--- config.mk ---
export PLATFORM = sky130hd
export DESIGN_NAME = ps2_pad_resp
export DESIGN_NICKNAME = d
export VERILOG_FILES = /design/src/rtl/ps2_pad_resp_pkg.sv /design/src/rtl/ps2_pad_resp_sync_edge.sv /design/src/rtl/ps2_pad_resp.sv
export SDC_FILE = /design/constraint.sdc
export NUM_CORES = 1
export LEC_CHECK = 0
export BUFFER_PORTS_ARGS = -buffer_cell sky130_fd_sc_hd__buf_2
export CORE_ASPECT_RATIO = 1.5
export CORE_MARGIN = 3
export CORE_UTILIZATION = 57
export CTS_CLUSTER_SIZE = 10
export DETAILED_ROUTE_END_ITERATION = 16
export HOLD_SLACK_MARGIN = 0.05
export PLACE_DENSITY_LB_ADDON = 0.05
export SKIP_CTS_REPAIR_TIMING = 1
export SLEW_MARGIN = 25
export SYNTH_ARGS = -nofsm -noshare
export SYNTH_HDL_FRONTEND = slang
export SYNTH_SLANG_ARGS = --single-unit
--- constraint.sdc ---
create_clock -name sys_clk -period 3.7 [get_ports sys_clk]
set_input_delay 0.185 -clock sys_clk [delete_from_list [all_inputs] [get_ports sys_clk]]
set_output_delay 0.185 -clock sys_clk [all_outputs]
set_load 0.05 [all_outputs]
--- src/rtl/ps2_pad_resp_pkg.sv ---
// Shared types and constants for the PS2 pad responder; no logic, no latency.
// The response-byte helper maps a byte index of a poll frame to the pad's answer.
package ps2_pkg;

   typedef enum logic [1:0] {
      ST_IDLE,
      ST_SHIFT,
      ST_ACK,
      ST_IGNORE
   } ps2_state_t;

   localparam logic [7:0] PS2_CMD_HDR  = 8'h01;
   localparam logic [7:0] PS2_CMD_POLL = 8'h42;
   localparam logic [7:0] PS2_ID_DIG   = 8'h41;
   localparam logic [7:0] PS2_ID_ANA   = 8'h73;
   localparam logic [7:0] PS2_READY    = 8'h5A;
   localparam logic [7:0] PS2_FILL     = 8'hFF;
   localparam logic [3:0] PS2_LEN_DIG  = 4'd5;
   localparam logic [3:0] PS2_LEN_ANA  = 4'd9;

   function automatic logic [7:0] ps2_resp_byte(input logic [3:0]  idx,
                                                input logic        ana,
                                                input logic [15:0] btn,
                                                input logic [31:0] pss);
      logic [7:0] r;
      r = PS2_FILL;
      case (idx)
         4'd0:    r = PS2_FILL;
         4'd1:    r = ana ? PS2_ID_ANA : PS2_ID_DIG;
         4'd2:    r = PS2_READY;
         4'd3:    r = ~btn[15:8];
         4'd4:    r = ~btn[7:0];
         4'd5:    r = pss[31:24];
         4'd6:    r = pss[23:16];
         4'd7:    r = pss[15:8];
         4'd8:    r = pss[7:0];
         default: r = PS2_FILL;
      endcase
      return r;
   endfunction

endpackage

--- src/rtl/ps2_pad_resp_sync_edge.sv ---
// N-flop synchronizer with registered rise/fall strobes; strobes lag the pin by STAGES+1 cycles.
// No backpressure: strobes are single-cycle and must be consumed when they appear.
module ps2_sync_edge #(
   parameter int STAGES = 2
) (
   input  logic clk,
   input  logic rst,
   input  logic din,
   output logic dout,
   output logic rise,
   output logic fall
);

   logic [STAGES-1:0] chain;
   logic              prev;

   // The chain is deliberately not reset: a reset taken while a pin is low
   // must not fabricate an edge once it releases.
   always_ff @(posedge clk) begin
      chain <= {chain[STAGES-2:0], din};
      prev  <= chain[STAGES-1];
   end

   assign dout = chain[STAGES-1];

   always_ff @(posedge clk) begin
      if (!rst) begin
         rise <= 1'b0;
         fall <= 1'b0;
      end else begin
         rise <= dout & ~prev;
         fall <= ~dout & prev;
      end
   end

endmodule

--- src/rtl/ps2_pad_resp.sv ---
// PS2 pad responder: answers host poll frames on miso, acks each byte, captures motor bytes.
// miso moves 1 cycle after a detected sclk fall; ack_n falls ACK_DLY cycles after the 8th rise; no backpressure.
module ps2_pad_resp
   import ps2_pkg::*;
#(
   parameter int SYNC_STAGES = 2,
   parameter int ACK_DLY     = 8,
   parameter int ACK_LEN     = 4
) (
   input  logic        sys_clk,
   input  logic        rst,
   input  logic        scs,
   input  logic        sclk,
   input  logic        smosi,
   input  logic [15:0] buttons,
   input  logic        analog_mode,
   input  logic [31:0] pss,
   output logic        miso,
   output logic        ack_n,
   output logic [7:0]  motor_small,
   output logic [7:0]  motor_large,
   output logic        frame_done,
   output logic        cmd_err
);

   localparam logic [7:0] ACK_ON  = 8'(ACK_DLY - 1);
   localparam logic [7:0] ACK_OFF = 8'(ACK_DLY + ACK_LEN - 2);
   localparam logic [7:0] ACK_END = 8'(ACK_DLY + ACK_LEN - 1);

   ps2_state_t  state, state_nxt;
   logic        scs_s, scs_rise, scs_fall;
   logic        sclk_s, sclk_rise, sclk_fall;
   logic        smosi_s, smosi_rise, smosi_fall;
   logic        unused;

   logic [15:0] snap_btn;
   logic [31:0] snap_pss;
   logic        snap_ana;
   logic [3:0]  byte_idx;
   logic [2:0]  bit_idx;
   logic [7:0]  cmd_sr, cmd_new;
   logic [7:0]  resp_byte, resp0, resp_next;
   logic [7:0]  ack_cnt;
   logic [7:0]  pend_small, pend_large;
   logic [3:0]  last_idx;
   logic        byte_end, hdr_bad, ack_end;
   logic        start, next_byte, err_evt, done_evt, ack_lo, miso_nxt;

   ps2_sync_edge #(.STAGES(SYNC_STAGES)) u_sync_scs (
      .clk(sys_clk), .rst(rst), .din(scs), .dout(scs_s), .rise(scs_rise), .fall(scs_fall));
   ps2_sync_edge #(.STAGES(SYNC_STAGES)) u_sync_sclk (
      .clk(sys_clk), .rst(rst), .din(sclk), .dout(sclk_s), .rise(sclk_rise), .fall(sclk_fall));
   ps2_sync_edge #(.STAGES(SYNC_STAGES)) u_sync_smosi (
      .clk(sys_clk), .rst(rst), .din(smosi), .dout(smosi_s), .rise(smosi_rise), .fall(smosi_fall));

   assign unused = &{1'b0, scs_rise, sclk_s, smosi_rise, smosi_fall};

   // Command bits arrive LSB first, so the newest bit enters at the top.
   assign cmd_new   = {smosi_s, cmd_sr[7:1]};
   assign last_idx  = snap_ana ? (PS2_LEN_ANA - 4'd1) : (PS2_LEN_DIG - 4'd1);
   assign byte_end  = (state == ST_SHIFT) && sclk_rise && (bit_idx == 3'd7);
   assign hdr_bad   = ((byte_idx == 4'd0) && (cmd_new != PS2_CMD_HDR)) ||
                      ((byte_idx == 4'd1) && (cmd_new != PS2_CMD_POLL));
   assign ack_end   = (state == ST_ACK) && (ack_cnt == ACK_END);
   assign resp0     = ps2_resp_byte(4'd0, analog_mode, buttons, pss);
   assign resp_next = ps2_resp_byte(byte_idx + 4'd1, snap_ana, snap_btn, snap_pss);

   always_ff @(posedge sys_clk) begin
      if (!rst) state <= ST_IDLE;
      else      state <= state_nxt;
   end

   always_comb begin
      state_nxt = state;
      if (scs_s) begin
         state_nxt = ST_IDLE;
      end else begin
         case (state)
            ST_IDLE:   if (scs_fall) state_nxt = ST_SHIFT;
            ST_SHIFT:  if (byte_end) state_nxt = (hdr_bad || byte_idx == last_idx) ? ST_IGNORE : ST_ACK;
            ST_ACK:    if (ack_end)  state_nxt = ST_SHIFT;
            ST_IGNORE: state_nxt = ST_IGNORE;
            default:   state_nxt = ST_IDLE;
         endcase
      end
   end

   always_comb begin
      start     = (state == ST_IDLE) && (state_nxt == ST_SHIFT);
      next_byte = (state == ST_ACK) && (state_nxt == ST_SHIFT);
      err_evt   = byte_end && !scs_s && hdr_bad;
      done_evt  = byte_end && !scs_s && !hdr_bad && (byte_idx == last_idx);
      // ack_n is registered, so the window is evaluated one count early.
      ack_lo    = (state == ST_ACK) && (state_nxt == ST_ACK) &&
                  (ack_cnt >= ACK_ON) && (ack_cnt <= ACK_OFF);
      miso_nxt  = miso;
      if (state_nxt == ST_IDLE || state_nxt == ST_IGNORE)
         miso_nxt = 1'b1;
      else if (start)
         miso_nxt = resp0[0];
      else if (next_byte)
         miso_nxt = resp_next[0];
      else if (state == ST_SHIFT && sclk_fall)
         miso_nxt = resp_byte[bit_idx];
   end

   always_ff @(posedge sys_clk) begin
      if (!rst) begin
         miso        <= 1'b1;
         ack_n       <= 1'b1;
         motor_small <= 8'h00;
         motor_large <= 8'h00;
         frame_done  <= 1'b0;
         cmd_err     <= 1'b0;
         snap_btn    <= 16'h0000;
         snap_pss    <= 32'h0000_0000;
         snap_ana    <= 1'b0;
         byte_idx    <= 4'd0;
         bit_idx     <= 3'd0;
         cmd_sr      <= 8'h00;
         resp_byte   <= PS2_FILL;
         ack_cnt     <= 8'h00;
         pend_small  <= 8'h00;
         pend_large  <= 8'h00;
      end else begin
         miso       <= miso_nxt;
         ack_n      <= ~ack_lo;
         frame_done <= done_evt;
         cmd_err    <= err_evt;
         ack_cnt    <= (state == ST_ACK) ? ack_cnt + 8'd1 : 8'h00;
         if (start) begin
            snap_btn   <= buttons;
            snap_pss   <= pss;
            snap_ana   <= analog_mode;
            byte_idx   <= 4'd0;
            bit_idx    <= 3'd0;
            resp_byte  <= resp0;
            pend_small <= motor_small;
            pend_large <= motor_large;
         end
         if (state == ST_SHIFT && sclk_rise && !scs_s) begin
            cmd_sr  <= cmd_new;
            bit_idx <= bit_idx + 3'd1;
         end
         if (byte_end && !scs_s) begin
            if (byte_idx == 4'd3) pend_small <= cmd_new;
            if (byte_idx == 4'd4) pend_large <= cmd_new;
         end
         if (done_evt) begin
            motor_small <= pend_small;
            motor_large <= (byte_idx == 4'd4) ? cmd_new : pend_large;
         end
         if (next_byte) begin
            byte_idx  <= byte_idx + 4'd1;
            resp_byte <= resp_next;
         end
      end
   end

endmodule

Word-level counts from Yosys, hierarchy flattened:

Cells that the tools add are included.
W data, S select, Z words.

* register bits after elaboration: 129
* bits of input ports: 54

* add/sub/neg operators: 3
* order comparisons: 3
* equality and inequality tests: 22
* muxes and demuxes: 26
* bitwise gates (word level): 10
* reduce and logical (&&, ||, !) cells: 29

Operators with widths (count)
* $mux W8: 9
* $pmux W8 S8: 1
* $eq A4 B3 Y1 const B: 5
* $logic_and A1 B1 Y1: 16
* $not A8 Y8: 2
* $eq A4 B2 Y1 const B: 3
* $mux W4: 3
* $add A8 B1 Y8 const B: 1
* $eq A2 B2 Y1 const B: 4
* $eq A4 B1 Y1 const B: 2
* $eq A8 B4 Y1 const B: 1
* $ge A8 B3 Y1 const B: 1
* $le A8 B4 Y1 const B: 1
* $mux W2: 4
* $ne A8 B1 Y1 const B: 1
* $ne A8 B7 Y1 const B: 1
* $pmux W2 S4: 1
* $mux W3: 2
* $mux W6: 1
* $reduce_bool A2 Y1: 3
* $not A1 Y1: 5
* $add A4 B1 Y4 const B: 1
* $eq A2 B1 Y1 const B: 2
* $eq A4 B4 Y1: 1
* other kinds (13): 22

Longest topological paths before layout:

* depth in word-level cells: 13
* depth in mapped cells: 15
* mapped depth without buffers: 13

Modules after synthesis:

Synthesis repeated with hierarchy kept, for this count alone.

* cells, all modules: 666
* area total of the unflattened synthesis: 5597.9 um^2

By module, submodules not included
* ps2_pad_resp: instances 1, cells an instance 645, area each 5245.0 um^2
* ps2_sync_edge: instances 3, cells an instance 7, area each 117.6 um^2

Worst setup path before layout:

OpenSTA, ideal clock, no wires.

* path kind: register to register
* start: register byte_idx[0]
* end: register pend_small[6]
* library setup time: 91 ps
* arrival time: 2685 ps
* required time: 3609 ps
* slack: 924 ps
* cell stages (with the launch flop): 16
* buffers on the path: 3
* clock period less this slack: 2776 ps
* path through: dfxtp_1 > buf_4 > inv_1 > ha_1 > nor4bb_1 > o211ai_1 > o211ai_1 > a311o_1 > inv_1 > ha_1 > nor2b_1 > nand2_1 > buf_4 > buf_2 > nand2_1 > a311oi_1

* longest elaborated chain between the ends: 13

Ends and longest elaborated chain
* start, declared: line ps2_pad_resp.sv:39 `logic [3:0] byte_idx;`
* start signal, assigned: line ps2_pad_resp.sv:154 `byte_idx <= byte_idx + 4'd1;`
* $eq A4 B1 Y1 / $logic_not A4 Y1 (equally long branches): line ps2_pad_resp.sv:63, ps2_pad_resp.sv:62
* $logic_and A1 B1 Y1, on equally long branches: line ps2_pad_resp.sv:63, ps2_pad_resp.sv:62
* $logic_or A1 B1 Y1: line ps2_pad_resp.sv:62 `assign hdr_bad = ((byte_idx == 4'd0) && (cmd_new != PS2_CMD_HDR)) ||`
* $logic_or A1 B1 Y1 *: line ps2_pad_resp.sv:80 `ST_SHIFT: if (byte_end) state_nxt = (hdr_bad || byte_idx == last_idx) ? ST_IGNORE : ST_ACK;`
* $mux W1 *: line ps2_pad_resp.sv:80
* $mux W2 *: line ps2_pad_resp.sv:80
* $pmux W2 S4 *: line ps2_pad_resp.sv:78 `case (state)`
* $mux W2 *: line ps2_pad_resp.sv:75 `if (scs_s) begin`
* named net state_nxt[0]: line ps2_pad_resp.sv:30 `ps2_state_t state, state_nxt;`
* $eq A2 B1 Y1 *: line ps2_pad_resp.sv:89 `start = (state == ST_IDLE) && (state_nxt == ST_SHIFT);`
* $logic_and A1 B1 Y1 *: line ps2_pad_resp.sv:89
* $mux W8 *: line ps2_pad_resp.sv:131 `if (start) begin`
* $mux W8: line ps2_pad_resp.sv:146 `if (byte_idx == 4'd3) pend_small <= cmd_new;`
* $mux W8 *: line ps2_pad_resp.sv:145 `if (byte_end && !scs_s) begin`
* end signal, assigned: line ps2_pad_resp.sv:138 `pend_small <= motor_small;`
* end signal, assigned: line ps2_pad_resp.sv:146
* end, declared: line ps2_pad_resp.sv:44 `logic [7:0] pend_small, pend_large;`

The timed path passes the listed nets; every way through them passes the cells marked *.
A chain may end at the register's enable or synchronous reset.

Final worst setup path:

* start: register byte_idx[0]
* end: register pend_small[3]

The elaborated chain is that of the path after synthesis.

==> flow_summary_export.csv <==
group,metric,value,unit
outcome,status,"finished, final reports clean",
worst_hold_path,hold_path.class,"in2reg",
synth,synth_nets,721,
synth,ys.flop_type,"dfxtp_1",
drt,drt_wl_total,14.0,mm
drt,ant_nets,0,
critical_path,crit_type,"reg2reg",
placed_design,portBuffers,73,
placed_design,gp_congestion,0.891,
timing,setup_tns,0,ns
floorplan,coreArea,9470,sq um
critical_path,cp_data_arrival_time,3.63,ns
synth,yosys_warnings,0,
floorplan,io_pins,74,
timing,drv_slew,0,
cells_and_area,num-fill-cells,682,
clocking,cts.sinks,128,
synth,yosysSeqAreaShare,0.454,
drt,drt-vias-per-instance,5.65,
global_route,grt_pass1_wl,22.2,mm
timing,setup_viol,0,
synth,synthCells,655,
synth,synth_most_common_cell,"nand2_1",
synth,ys_types,71,
global_route,antenna_found_initial,0,
global_route,grt_pass1_vias,4637,
cells_and_area,antenna_cells,0,
timing,max_freq,301,MHz
floorplan,fp.dieH,128,microns
critical_path,endpoint_kind,"flop",
timing,final-hold-violation-count,0,
timing,rsz0062_at_grt,"no",
pwr,leakagePower,2.80,nW
pwr,power.density,476,nW/um^2
drt,wl_per_cell,15.8,microns
synth,async_reset_ff_frac,0,
cells_and_area,final_nets,829,
run,cap_violations,0,
timing,min_period_over_period,0.898,
drt,drt_iter0_drc,310,
cells_and_area,postLayoutCellArea,7160,sq um
synth,avgSynthCellArea,8.62,sq um
floorplan,dieArea,11200,sq um
clocking,cts_tree,"built",
critical_path,cp.required,4.00,ns
cells_and_area,utilization,0.757,
clocking,clock_latency,0.42,ns
floorplan,die-width,87.3,microns
global_route,grt_overflow_total,0,
drt,vias,5018,
critical_path,start_kind,"flop",
synth,ys_ff_latch,128,
critical_path,path_max_fanout,65,
clocking,root_buffer,"clkbuf_16",
timing,tightest_slew,1.01,ns
drt,drc_errors,0,
timing,relSlewSlack,0.328,
synth,syn-cell-area,5640,sq um
timing,skew,0.00959,ns
placed_design,placedInstanceArea,6040,sq um
cells_and_area,area.growth.synth_to_final,26.9,%
synth,synth_edf_count,0,
synth,synth_top_area_frac,0.454,
pwr,vdd_drop_max,0.421,mV
clocking,clkTransAtPathRegs,0.06,ns
global_route,grt_usage,0.253,
clocking,cts_max_level,4,
floorplan,rows,43,
drt,drt_first_pass_iters,5,
timing,finalCriticalPeriod,3.32,ns
synth,yosys-top-cells-count,"nand2_1, dfxtp_1, a21oi_1, nor2_1, mux2i_1",
synth,synth_area_leader_cell,"dfxtp_1",
placed_design,dp_hpwl,9.28,mm
cells_and_area,drive_gt1_frac,0.184,
clocking,cts_max_path_buffers,2,
clocking,cts_buffers,17,
floorplan,start_util,0.596,
global_route,grt_max_degree,66,
synth,synth_area_leaders,"dfxtp_1, nand2_1, a21oi_1",
cell usage in the layout (no fill, tap or decap), types with 7 or more instances in the layout:
| master | instances |
|---|---|
| buf_2 | 73 |
| nand2_1 | 161 |
| a311oi_1 | 9 |
| mux2i_1 | 25 |
| dfxtp_1 | 128 |
| buf_4 | 7 |
| a21oi_1 | 67 |
| o21ai_0 | 21 |
| nand3_1 | 15 |
| ha_1 | 12 |
| nor2_1 | 53 |
| dlygate4sd3_1 | 46 |
| clkbuf_16 | 17 |
| inv_1 | 10 |
state kept, by name (all words and copies together) (netlist names), 2 cells and up:
register,cells
snap_pss,32
snap_btn,16
ack_cnt,8
motor_large,8
motor_small,8
pend_large,8
pend_small,8
resp_byte,8
cmd_sr,7
byte_idx,4
bit_idx,3
state,2
u_sync_sclk.chain,2
u_sync_scs.chain,2
u_sync_smosi.chain,2
logic make-up after synthesis:
family,after synthesis,synth area share
simple gates,275,0.217
compound gates,151,0.182
flops,128,0.454
buf+inv,51,0.0448
mux,28,0.0543
fa+ha+maj,12,0.0266
xor+xnor,10,0.0208
layout make-up:
type,count,area (sq um),area share
timing repair buffer,128,918,0.128
multi-input combinational,476,2840,0.396
clock inverter,13,209,0.0292
tap,112,140,0.0196
inverter,12,45.0,0.00629
clock buffer,19,453,0.0632
sequential,128,2560,0.358
through the flow:
stage               worst slack [ns]  instances  total power [mW]  hold WS (ns)
finish                         0.376        888              3.41        0.0174
global route                   0.121        888              3.51        0.0517
CTS                            0.388        842              3.40        -0.146
detailed placement             0.386        810              1.55         0.289
global placement               0.281        809              1.54         0.287
floorplan                      0.924        655              1.50         0.213
worst max-delay path, cell delays in order (launching register included):
cell	delay, ns
dfxtp_1	0.63
inv_1	0.18
ha_1	0.30
nor4bb_1	0.29
o211ai_1	0.13
o211ai_1	0.15
a311o_1	0.25
inv_1	0.06
ha_1	0.21
nor2b_1	0.20
nand2_2	0.12
buf_12	0.27
nand2_1	0.09
a311oi_1	0.29
power by group:
| group | total (mW) | switching, mW | internal [mW] |
|---|---|---|---|
| registers | 1.41 | 0.0138 | 1.40 |
| logic | 0.142 | 0.0679 | 0.0741 |
| clock network | 1.86 | 0.625 | 1.23 |
| total | 3.41 | 0.707 | 2.71 |
path summary, 6_finish.rpt:
check | startpoint | end | slack, ns | cells past startpoint
max | byte_idx[0] | pend_small[3] | 0.38 | 13
min | pss[12] | snap_pss[12] | 0.02 | 3
max reg2reg | byte_idx[0] | pend_small[3] | 0.38 | 13
min reg2reg | u_sync_sclk.chain[0] | u_sync_sclk.chain[1] | 0.34 | 0
routing by layer:
| layer | routed length, microns | global-route usage |
|---|---|---|
| met1 | 5610 | 0.293 |
| met2 | 7250 | 0.424 |
| met3 | 617 | 0.0547 |
| met4 | 561 | 0.143 |
| met5 | 0 | 0 |
Power figures use the tool's default switching activity.
